$ cat src/rtl/defines_header.svh
// ---------------------------------------------------------------------------
// defines_header.svh
// Core-wide ALU control codes shared by the decoder, the EX-stage ALU and the
// multi-cycle divide sequencer. Guarded so every file may include it.
// ---------------------------------------------------------------------------
`ifndef DEFINES_HEADER_SVH
`define DEFINES_HEADER_SVH

`define ALU_CONTROL_WIDTH 5

`define ALU_ADD  5'd0
`define ALU_SUB  5'd1
`define ALU_AND  5'd2
`define ALU_OR   5'd3
`define ALU_XOR  5'd4
`define ALU_SLL  5'd5
`define ALU_SRL  5'd6
`define ALU_SRA  5'd7
`define ALU_SLT  5'd8
`define ALU_SLTU 5'd9
`define ALU_MUL  5'd10
`define ALU_MULH 5'd11
`define ALU_DIV  5'd12
`define ALU_DIVU 5'd13
`define ALU_REM  5'd14
`define ALU_REMU 5'd15

`endif

$ cat src/rtl/rv32_div_pkg.sv
// ---------------------------------------------------------------------------
// rv32_div_pkg
// Shared types and constants for the RV32M divide sequencer:
//   div_state_t        FSM state encoding (IDLE / RUN / DONE)
//   DIV_OVF_DIVIDEND   most-negative dividend that overflows against -1
//   DIV_ALL_ONES       quotient returned for divide-by-zero
//   div_is_div_op()    true for DIV/DIVU/REM/REMU control codes
//   div_is_signed_op() true for DIV/REM
//   div_is_rem_op()    true for REM/REMU
// ---------------------------------------------------------------------------
`include "defines_header.svh"

package rv32_div_pkg;

    typedef enum logic [1:0] {
        DIV_IDLE,
        DIV_RUN,
        DIV_DONE
    } div_state_t;

    localparam logic [31:0] DIV_OVF_DIVIDEND = 32'h8000_0000;
    localparam logic [31:0] DIV_ALL_ONES     = 32'hFFFF_FFFF;

    function automatic logic div_is_div_op(input logic [`ALU_CONTROL_WIDTH-1:0] ctl);
        return (ctl == `ALU_DIV) || (ctl == `ALU_DIVU) ||
               (ctl == `ALU_REM) || (ctl == `ALU_REMU);
    endfunction

    function automatic logic div_is_signed_op(input logic [`ALU_CONTROL_WIDTH-1:0] ctl);
        return (ctl == `ALU_DIV) || (ctl == `ALU_REM);
    endfunction

    function automatic logic div_is_rem_op(input logic [`ALU_CONTROL_WIDTH-1:0] ctl);
        return (ctl == `ALU_REM) || (ctl == `ALU_REMU);
    endfunction

endpackage

$ cat src/rtl/rv32_e_div_step.sv
// ---------------------------------------------------------------------------
// rv32_e_div_step
// One combinational iteration of a radix-2 restoring divider.
//   rem_i     in  XLEN  partial remainder (always < divisor_i)
//   quo_i     in  XLEN  dividend bits still to be shifted in / quotient so far
//   divisor_i in  XLEN  divisor magnitude
//   rem_o     out XLEN  next partial remainder
//   quo_o     out XLEN  quo_i shifted left with the new quotient bit in bit 0
// ---------------------------------------------------------------------------
module rv32_e_div_step #(
    parameter int unsigned XLEN = 32
) (
    input  logic [XLEN-1:0] rem_i,
    input  logic [XLEN-1:0] quo_i,
    input  logic [XLEN-1:0] divisor_i,
    output logic [XLEN-1:0] rem_o,
    output logic [XLEN-1:0] quo_o
);

    logic [XLEN:0] shifted;
    logic [XLEN:0] diff;
    logic          borrow;

    // shifted < 2*divisor, so bit XLEN of the difference is a clean borrow flag
    assign shifted = {rem_i, quo_i[XLEN-1]};
    assign diff    = shifted - {1'b0, divisor_i};
    assign borrow  = diff[XLEN];

    assign rem_o = borrow ? shifted[XLEN-1:0] : diff[XLEN-1:0];
    assign quo_o = {quo_i[XLEN-2:0], ~borrow};

endmodule

$ cat src/rtl/rv32_e_div_sequencer.sv
// ---------------------------------------------------------------------------
// rv32_e_div_sequencer
// Multi-cycle DIV/DIVU/REM/REMU unit for the execute stage. Runs XLEN
// restoring iterations on operand magnitudes, then applies the sign fixup.
// Divide-by-zero and signed overflow finish in one cycle.
//   clk_i          in   core clock
//   rst_ni         in   asynchronous active-low reset
//   start_i        in   valid instruction present in EX
//   alu_control_i  in   decoded ALU op (only divide ops are acted on)
//   src_a_i        in   dividend (rs1)
//   src_b_i        in   divisor  (rs2)
//   flush_i        in   EX flush, aborts any operation
//   busy_o         out  stall request to the hazard unit
//   valid_o        out  result_o valid this cycle (one-cycle pulse)
//   result_o       out  quotient or remainder; holds last value otherwise
// ---------------------------------------------------------------------------
`include "defines_header.svh"

module rv32_e_div_sequencer
    import rv32_div_pkg::*;
#(
    parameter int unsigned XLEN = 32
) (
    input  logic                          clk_i,
    input  logic                          rst_ni,
    input  logic                          start_i,
    input  logic [`ALU_CONTROL_WIDTH-1:0] alu_control_i,
    input  logic [XLEN-1:0]               src_a_i,
    input  logic [XLEN-1:0]               src_b_i,
    input  logic                          flush_i,
    output logic                          busy_o,
    output logic                          valid_o,
    output logic [XLEN-1:0]               result_o
);

    localparam int unsigned    CNT_W   = $clog2(XLEN);
    localparam logic [XLEN-1:0] MIN_NEG = XLEN'(DIV_OVF_DIVIDEND);

    div_state_t       state_q,   state_d;
    logic [CNT_W-1:0] cnt_q,     cnt_d;
    logic [XLEN-1:0]  rem_q,     rem_d;
    logic [XLEN-1:0]  quo_q,     quo_d;
    logic [XLEN-1:0]  dvsr_q,    dvsr_d;
    logic             is_rem_q,  is_rem_d;
    logic             neg_quo_q, neg_quo_d;
    logic             neg_rem_q, neg_rem_d;
    logic [XLEN-1:0]  result_q,  result_d;
    logic             valid_q,   valid_d;

    logic             op_div, op_signed, op_rem, launch;
    logic             sign_a, sign_b, div_zero, overflow;
    logic [XLEN-1:0]  abs_a, abs_b;
    logic [XLEN-1:0]  step_rem, step_quo;

    rv32_e_div_step #(.XLEN(XLEN)) u_step (
        .rem_i     (rem_q),
        .quo_i     (quo_q),
        .divisor_i (dvsr_q),
        .rem_o     (step_rem),
        .quo_o     (step_quo)
    );

    assign op_div    = div_is_div_op(alu_control_i);
    assign op_signed = div_is_signed_op(alu_control_i);
    assign op_rem    = div_is_rem_op(alu_control_i);
    assign launch    = (state_q == DIV_IDLE) & start_i & op_div & ~flush_i;

    assign sign_a   = op_signed & src_a_i[XLEN-1];
    assign sign_b   = op_signed & src_b_i[XLEN-1];
    assign abs_a    = sign_a ? (~src_a_i + 1'b1) : src_a_i;
    assign abs_b    = sign_b ? (~src_b_i + 1'b1) : src_b_i;
    assign div_zero = (src_b_i == '0);
    assign overflow = op_signed & (src_a_i == MIN_NEG) & (src_b_i == '1);

    // Combinational so the hazard unit stalls in the very cycle the op is seen
    assign busy_o   = launch | (state_q == DIV_RUN);
    // A flush arriving while the result is presented must squash it
    assign valid_o  = valid_q & ~flush_i;
    assign result_o = result_q;

    always_comb begin
        state_d   = state_q;
        cnt_d     = cnt_q;
        rem_d     = rem_q;
        quo_d     = quo_q;
        dvsr_d    = dvsr_q;
        is_rem_d  = is_rem_q;
        neg_quo_d = neg_quo_q;
        neg_rem_d = neg_rem_q;
        result_d  = result_q;
        valid_d   = 1'b0;

        unique case (state_q)
            DIV_IDLE: begin
                if (launch) begin
                    is_rem_d  = op_rem;
                    neg_quo_d = sign_a ^ sign_b;
                    neg_rem_d = sign_a;
                    rem_d     = '0;
                    quo_d     = abs_a;
                    dvsr_d    = abs_b;
                    if (div_zero) begin
                        result_d = op_rem ? src_a_i : '1;
                        valid_d  = 1'b1;
                        state_d  = DIV_DONE;
                    end else if (overflow) begin
                        result_d = op_rem ? '0 : MIN_NEG;
                        valid_d  = 1'b1;
                        state_d  = DIV_DONE;
                    end else begin
                        cnt_d   = CNT_W'(XLEN - 1);
                        state_d = DIV_RUN;
                    end
                end
            end
            DIV_RUN: begin
                rem_d = step_rem;
                quo_d = step_quo;
                if (cnt_q == '0) begin
                    // Sign fixup taken from the final step's outputs directly
                    if (is_rem_q)
                        result_d = neg_rem_q ? (~step_rem + 1'b1) : step_rem;
                    else
                        result_d = neg_quo_q ? (~step_quo + 1'b1) : step_quo;
                    valid_d = 1'b1;
                    state_d = DIV_DONE;
                end else begin
                    cnt_d = cnt_q - 1'b1;
                end
            end
            DIV_DONE: begin
                state_d = DIV_IDLE;
            end
            default: begin
                state_d = DIV_IDLE;
            end
        endcase

        if (flush_i) begin
            state_d = DIV_IDLE;
            valid_d = 1'b0;
        end
    end

    always_ff @(posedge clk_i or negedge rst_ni) begin
        if (!rst_ni) begin
            state_q   <= DIV_IDLE;
            cnt_q     <= '0;
            rem_q     <= '0;
            quo_q     <= '0;
            dvsr_q    <= '0;
            is_rem_q  <= 1'b0;
            neg_quo_q <= 1'b0;
            neg_rem_q <= 1'b0;
            result_q  <= '0;
            valid_q   <= 1'b0;
        end else begin
            state_q   <= state_d;
            cnt_q     <= cnt_d;
            rem_q     <= rem_d;
            quo_q     <= quo_d;
            dvsr_q    <= dvsr_d;
            is_rem_q  <= is_rem_d;
            neg_quo_q <= neg_quo_d;
            neg_rem_q <= neg_rem_d;
            result_q  <= result_d;
            valid_q   <= valid_d;
        end
    end

endmodule

$ cat config.mk
export PLATFORM = sky130hd
export DESIGN_NAME = rv32_e_div_sequencer
export DESIGN_NICKNAME = d
export VERILOG_FILES = /design/src/rtl/rv32_div_pkg.sv /design/src/rtl/rv32_e_div_step.sv /design/src/rtl/rv32_e_div_sequencer.sv
export VERILOG_INCLUDE_DIRS = /design/src /design/src/rtl
export SDC_FILE = /design/constraint.sdc
export NUM_CORES = 1
export LEC_CHECK = 0
export ABC_CLOCK_PERIOD_IN_PS = 6900
export BUFFER_PORTS_ARGS = -buffer_cell sky130_fd_sc_hd__buf_2
export CAP_MARGIN = 15
export CORE_MARGIN = 4
export CORE_UTILIZATION = 50
export CTS_CLUSTER_SIZE = 28
export DETAILED_ROUTE_END_ITERATION = 6
export PLACE_DENSITY_LB_ADDON = 0.05
export RECOVER_POWER = 50
export SLEW_MARGIN = 30
export SYNTH_ARGS = -nofsm -noshare
export SYNTH_HDL_FRONTEND = slang
export SYNTH_HIERARCHICAL = 1
export SYNTH_SLANG_ARGS = --single-unit
$ cat constraint.sdc
create_clock -name clk_i -period 6.9 [get_ports clk_i]
set_clock_uncertainty 0.15 [all_clocks]
set_input_delay 2.07 -clock clk_i [delete_from_list [all_inputs] [get_ports clk_i]]
set_output_delay 2.07 -clock clk_i [all_outputs]
set_load 0.03 [all_outputs]
==> flow_metrics.env, run 1 <==
export IMPL_routabilityCongestion=0.9134
export IMPL_synth_area_top_cells="dfrtp_1 (30%), xnor2_1 (5.2%), xor2_1 (4.9%)"
export IMPL_largest_net_degree_at_the_start_of_global_routing=99
export IMPL_worstPathMaxFanout=28
export IMPL_drt_vias_per_instance=6.103
export IMPL_drv_cap=2
export IMPL_initial_utilization=0.5129
export IMPL_setup_repair_after_global_routing_missed_its_margin="no"
export IMPL_post_synth_top_area_fraction=0.2977
export IMPL_violations_in_the_final_reports="max-capacitance violations, max-slew violations"
export IMPL_drt_antenna_violating_nets=0
export IMPL_synth_warnings=6
export IMPL_antenna_violations_before_repair=0
export IMPL_tritoncts_buffers=17
export IMPL_cts_post_setup_buffers_inserted=0
export IMPL_yosys_area_share_xor_xnor=0.1005
export IMPL_cts_sinks=139
export IMPL_antenna_diode_count=0
export IMPL_core_um2=22780
export IMPL_clk_insertion_delay_late_ps=430
export IMPL_commonest_cells_post_synth="nand2_1 (150), dfrtp_1 (139), o21ai_0 (107), xnor2_1 (69), nor2_1 (67)"
export IMPL_clock_tree_from_tritoncts="yes"
export IMPL_achievable_frequency_ghz=0.1640
export IMPL_post_synth_top_area_cell="dfrtp_1"
export IMPL_critical_path_max_stage_delay_ps=620
export IMPL_yosysMostFrequentCell="nand2_1"
export IMPL_vdd_ir_drop_max_mv=0.3690
export IMPL_hold_viol=0
export IMPL_grt_first_pass_wirelength_um=55780
export IMPL_die_h_um=160.9
export IMPL_power_dens_cells_nw_per_um2=508.4
export IMPL_synth_distinct_cells=93
export IMPL_synth_seq_area_share=0.2977
export IMPL_synth_compound_gate_area_share=0.2446
export IMPL_drt_first_iter_violations=901
export IMPL_synth_edff_count=0
export IMPL_required_worst_endpoint_ps=7110
export IMPL_dominantRegCellSynth="dfrtp_1"
export IMPL_critical_path_slowest_cell="nand4b_1"
export IMPL_post_synthesis_instance_area_um2=11680
export IMPL_port_buffer_count=106
export IMPL_final_layout_size_suffix_gt1_frac=0.1489
export IMPL_post_place_ws_ps=1047
export IMPL_std_cell_rows=55
export IMPL_route_vias_total=10680
export IMPL_grt_residual_overflow=0
export IMPL_grt_usage=0.2686
export IMPL_final_max_slew_violation_count=170
export IMPL_cp_cell_sequence="inv_1 > ha_1 > fa_1 > and2b_1 > o2111ai_2 > a21oi_2 > o2111ai_1 > a211oi_2 > nor2_4 > mux2i_4 > and2_4 > inv_8 > mux2_4 > nor3_1 > nand4b_1 > o41ai_1 > mux2_2 > a21oi_1 > a221o_1"
export IMPL_post_synthesis_adder_cell_area_fraction=0.04348
export IMPL_fillers=2183
export IMPL_totalNegativeSetupSlack_ps=0
export IMPL_async_flop_share=1.000
export IMPL_drt_first_pass_iters=5
export IMPL_die_width_um=160.9
export IMPL_cts_hold_buf=0
export IMPL_synth_nets=1507
export IMPL_worstPathArrival_ps=6310
export IMPL_area_taken_by_flip_flops_and_latches_um2=3478
export IMPL_die_area_um2=25870
export IMPL_clk_transition_reported_paths_ps=60
export IMPL_post_dp_hpwl_um=26080
export IMPL_design_portCount=107
export IMPL_finalWorstSetupSlack_ps=800.6
export IMPL_period_share=0.8840
export IMPL_cts_max_level=4
export IMPL_total_leakage_power_uw=0.005349
export IMPL_cell_count_after_synthesis=1394
export IMPL_max_slew_worst_pin_slew_ps=2829
export IMPL_setup_worst_path_start_class="flop"
export IMPL_setup_worst_path_class="flop to flop"
export IMPL_finalWirelength_um=35390
export IMPL_layout_area_overhead_vs_synth_pct=8.183
export IMPL_drc=0
export IMPL_synth_top_family_by_area="compound AO/OA/AOI/OAI gates"
export IMPL_multiInputGateArea_um2=7347
export IMPL_run_status="complete, but fails checks"
export IMPL_postSynthRegisterBits=139
export IMPL_mapped_avg_cell_area_um2=8.381
export IMPL_yosys_mux_area_fraction=0.04830
export IMPL_num_nets_final=1537
export IMPL_avgRoutedWirePerCell_um=20.22
export IMPL_final_setup_viol_count=0
export IMPL_first_global_vias=10010
export IMPL_post_synth_and_or_nand_nor_area_fraction=0.1906
export IMPL_cts_root_buf="clkbuf_16"
export IMPL_holdCritPathClass="flop to flop"
export IMPL_resized_cells_post_cts=0
export IMPL_max_clock_path_buffers=2
export IMPL_finalCoreUtilization=0.5548
export IMPL_critical_path_endpoint_type="flop"
export IMPL_max_slew_margin_rel=-0.8860
export IMPL_finalCriticalPeriod_ps=6099
-- path summary, 6_finish.rpt --
path / from / endpoint / slack [ps] / cells past startpoint
setup / recovery: quo_q[31] / result_o[26] / 800 / 19
hold / removal: dvsr_q[12] / dvsr_q[12] / 330 / 2
setup reg to reg: quo_q[31] / result_o[26] / 800 / 19
hold reg to reg: dvsr_q[12] / dvsr_q[12] / 330 / 2
max in group asynchronous: rst_ni / result_o[19] / 2000 / 2
min in group asynchronous: rst_ni / dvsr_q[29] / 2310 / 1
-- flip-flops by register name, summed over array words and instances (netlist names) --
register / flops
neg_quo_q: 1
valid_q: 1
is_rem_q: 1
neg_rem_q: 1
rem_q: 32
state_q: 2
quo_q: 32
cnt_q: 5
result_o: 32
dvsr_q: 32
-- report_power, final --
part	switching (uW)	leakage, uW	internal [uW]	total, uW
clock	389	0.000262	507	896
sequential	264	0.00182	1020	1290
combinational	2490	0.00327	1750	4240
-- worst max-delay path: cells and delay by family, from the launching register on --
| kind | cells | cell delay, ps |
|---|---|---|
| multiplexers | 3 | 1110 |
| buffers and inverters | 2 | 180 |
| adder cells (fa/ha/maj) | 2 | 610 |
| AO/OA/AOI/OAI | 7 | 1870 |
| flip-flops | 1 | 360 |
| AND/OR/NAND/NOR | 5 | 1740 |
-- placed cells by master (no fill, tap or decap), drive strengths merged, types with 37 or more instances in the layout --
master,n
a21oi,50
a22oi,37
buf,103
clkbuf,38
dfrtp,139
ha,39
inv,63
nand2,150
nor2,68
o21ai,152
xnor2,69
xor2,65
-- kinds of logic after synthesis --
kind of cell	after synthesis
buffers and inverters	172
xor gates and xnor gates	134
adders and majority gates	40
AOI/OAI and AO/OA	437
and+or+nand+nor	428
DFF	139
muxes	44
-- per-layer routing --
layer,wire length (um),track usage
met1,16600,0.3886
met2,16320,0.4227
met3,1779,0.04080
met4,686,0.06863
met5,0,0
-- layout make-up --
| cell class | count | share of cell area |
|---|---|---|
| multi-input cells | 1083 | 0.5813 |
| well taps | 313 | 0.03099 |
| clock buffers | 19 | 0.03505 |
| clock inverters | 13 | 0.009306 |
| inverters | 61 | 0.01871 |
| flip-flops and latches | 139 | 0.2752 |
| repair buffers | 122 | 0.04940 |
-- stage by stage --
stage / hold slack, ps / total power (uW) / cells / area [um2]
global route: 357.0 / 6900 / 1750 / 12640
detailed placement: 321.8 / 5455 / 1718 / 12110
global placement: 317.8 / 5445 / 1718 / 12110
CTS: 335.8 / 6376 / 1750 / 12670
finish: 330.1 / 6425 / 1750 / 12640
floorplan: 299.8 / 4727 / 1394 / 11680
No activity file was read; power rests on OpenSTA's default activity.
==> run 2, diff against run 1 <==
--- a/config.mk
+++ b/config.mk
@@ -13,8 +13,9 @@
 export CORE_UTILIZATION = 50
 export CTS_CLUSTER_SIZE = 28
 export DETAILED_ROUTE_END_ITERATION = 6
-export PLACE_DENSITY_LB_ADDON = 0.05
+export PLACE_DENSITY = 0.7
 export RECOVER_POWER = 50
+export REMOVE_ABC_BUFFERS = 1
 export SLEW_MARGIN = 30
 export SYNTH_ARGS = -nofsm -noshare
 export SYNTH_HDL_FRONTEND = slang
==> run 2 against run 1 <==
Against the previous run: the run still ends with max-capacitance violations, max-slew violations left; global-route usage down 0.42 points; combinational power about the same; first-iteration DRC count is 4.8% higher; sequential power barely moved; cell count about the same; critical endpoint unchanged; register-to-register slack gained 40 ps; count of clock-buffer cells in the layout stayed put; clock power increased by 7.3%; design area up 0.38%; wire length decreased by 1.5%; maximum frequency up 0.66%; critical path depth did not move.
==> flow_metrics.env, run 2 (synthesized netlist as in run 1, its figures left out) <==
export IMPL_run_status="complete, but fails checks"
export IMPL_violations_in_the_final_reports="max-capacitance violations, max-slew violations"
export IMPL_path_delay_family="compound AO/OA/AOI/OAI gates"
export IMPL_post_place_ws_ps=1028
export IMPL_routabilityCongestion=0.9505
export IMPL_antenna_diode_count=0
export IMPL_route_vias_total=10860
export IMPL_hold_viol=0
export IMPL_drv_cap=2
export IMPL_final_layout_size_suffix_gt1_frac=0.1448
export IMPL_finalWorstSetupSlack_ps=840.8
export IMPL_drc=0
export IMPL_vdd_ir_drop_max_mv=0.3929
export IMPL_cts_hold_buf=0
export IMPL_grt_residual_overflow=0
export IMPL_max_slew_worst_pin_slew_ps=1861
export IMPL_setup_worst_path_start_class="flop"
export IMPL_required_worst_endpoint_ps=7110
export IMPL_mostFrequentLayoutCells="nand2_1 (149), dfrtp_1 (139), o21ai_0 (107), buf_2 (85), xnor2_1 (69)"
export IMPL_finalCriticalPeriod_ps=6059
export IMPL_final_max_slew_violation_count=71
export IMPL_holdCritPathClass="flop to flop"
export IMPL_die_width_um=160.9
export IMPL_clk_transition_reported_paths_ps=60
export IMPL_clock_tree_from_tritoncts="yes"
export IMPL_power_dens_cells_nw_per_um2=511.6
export IMPL_worstPathArrival_ps=6270
export IMPL_layout_area_overhead_vs_synth_pct=8.589
export IMPL_tritoncts_buffers=17
export IMPL_period_share=0.8781
export IMPL_grt_first_pass_wirelength_um=55670
export IMPL_num_nets_final=1536
export IMPL_worstPathMaxFanout=28
export IMPL_totalNegativeSetupSlack_ps=0
export IMPL_total_leakage_power_uw=0.005354
export IMPL_finalWirelength_um=34860
export IMPL_drt_first_pass_iters=7
export IMPL_cts_sinks=139
export IMPL_sum_of_buffers_and_inverters_on_the_critical_path=2
export IMPL_resized_cells_post_cts=0
export IMPL_drt_antenna_violating_nets=0
export IMPL_drt_vias_per_instance=6.208
export IMPL_max_clock_path_buffers=2
export IMPL_grt_usage=0.2644
export IMPL_port_buffer_count=106
export IMPL_largest_net_degree_at_the_start_of_global_routing=89
export IMPL_layout_cells_most_common="nand2_1"
export IMPL_avgRoutedWirePerCell_um=19.93
export IMPL_ff2ff_setup_slack_ps=840
export IMPL_cts_max_level=4
export IMPL_cts_post_setup_buffers_inserted=0
export IMPL_initial_utilization=0.5129
export IMPL_cts_root_buf="clkbuf_16"
export IMPL_critical_path_slowest_cell="nand4b_1"
export IMPL_first_global_vias=10280
export IMPL_post_dp_hpwl_um=25750
export IMPL_critical_path_max_stage_delay_ps=620
export IMPL_cp_cell_sequence="inv_1 > ha_1 > fa_1 > and2b_1 > o2111ai_2 > a21oi_2 > o2111ai_1 > a211oi_2 > nor2_4 > mux2i_4 > and2_4 > inv_8 > mux2_4 > nor3_1 > nand4b_1 > o41ai_1 > mux2_2 > a21oi_1 > a221o_1"
export IMPL_die_area_um2=25870
export IMPL_antenna_violations_before_repair=0
export IMPL_finalCoreUtilization=0.5569
export IMPL_std_cell_rows=55
export IMPL_setup_worst_path_class="flop to flop"
export IMPL_design_portCount=107
export IMPL_clk_insertion_delay_late_ps=430
export IMPL_die_h_um=160.9
export IMPL_achievable_frequency_ghz=0.1650
export IMPL_setup_repair_after_global_routing_missed_its_margin="no"
export IMPL_final_setup_viol_count=0
export IMPL_max_slew_margin_rel=-0.2403
export IMPL_core_um2=22780
export IMPL_critical_path_endpoint_type="flop"
export IMPL_drt_first_iter_violations=944
[run 2: cell count changes in the layout (fill, tap and decap cells not counted), moves of 2 or more]
| cell | previous run | this run |
|---|---|---|
| buf_2 | 89 | 85 |
| clkinvlp_4 | 5 | 3 |
| clkbuf_1 | 18 | 24 |
| bufinv_16 | 1 | 3 |
| buf_4 | 14 | 12 |
[run 2: routing by layer]
metal,up-vias,routed length [um],part of all wire,track usage
li1,5148,-,-,-
met1,5243,15540,0.45,0.3666
met2,402,16250,0.47,0.4277
met3,64,2084,0.060,0.04285
met4,0,981,0.028,0.07794
met5,-,0,0,0
[run 2: layout make-up]
| cell class | count | area [um2] |
|---|---|---|
| Timing Repair Buffer | 121 | 630.6 |
| Inverter | 61 | 236.5 |
| Clock inverter | 13 | 166.4 |
| Fill cell | 2159 | 10090 |
| Sequential cell | 139 | 3478 |
| Multi-Input combinational cell | 1083 | 7350 |
| Tap cell | 313 | 391.6 |
| Clock buffer | 19 | 432.9 |
[run 2: power breakdown]
group / internal [uW] / switching (uW) / total (uW)
combinational: 1760 / 2470 / 4230
clock: 572 / 388 / 961
sequential: 1020 / 279 / 1300
total: 3350 / 3140 / 6490
[run 2: worst reg2reg max path, stage by stage, from the launching register on]
cell       delay, ps
dfrtp_1          370
inv_1             50
ha_1             230
fa_1             420
and2b_1          250
o2111ai_2        130
a21oi_2          210
o2111ai_1        270
a211oi_2         370
nor2_4           100
mux2i_4          370
and2_4           340
inv_8            130
mux2_4           350
nor3_1           420
nand4b_1         620
o41ai_1          600
mux2_2           380
a21oi_1          120
a221o_1          130
[run 2: through the flow]
step | cells | power (uW) | hold WS, ps | cell area, um2
5_1_grt | 1749 | 6961 | 357.1 | 12690
3_3_place_gp | 1716 | 5386 | 316.7 | 12090
2_1_floorplan | 1283 | 4437 | 299.8 | 11050
6_report | 1749 | 6490 | 333.9 | 12690
3_5_place_dp | 1716 | 5440 | 320.6 | 12100
4_1_cts | 1748 | 6424 | 338.4 | 12690
[run 2: path summary, 6_finish.rpt]
kind	startpoint	to	depth (start not counted)
worst min-delay path	dvsr_q[16]	dvsr_q[16]	2
worst max register to register	quo_q[31]	result_o[26]	19
worst max-delay path	quo_q[31]	result_o[26]	19
max in group asynchronous	rst_ni	quo_q[30]	3
worst min register to register	dvsr_q[16]	dvsr_q[16]	2
min in group asynchronous	rst_ni	dvsr_q[27]	1
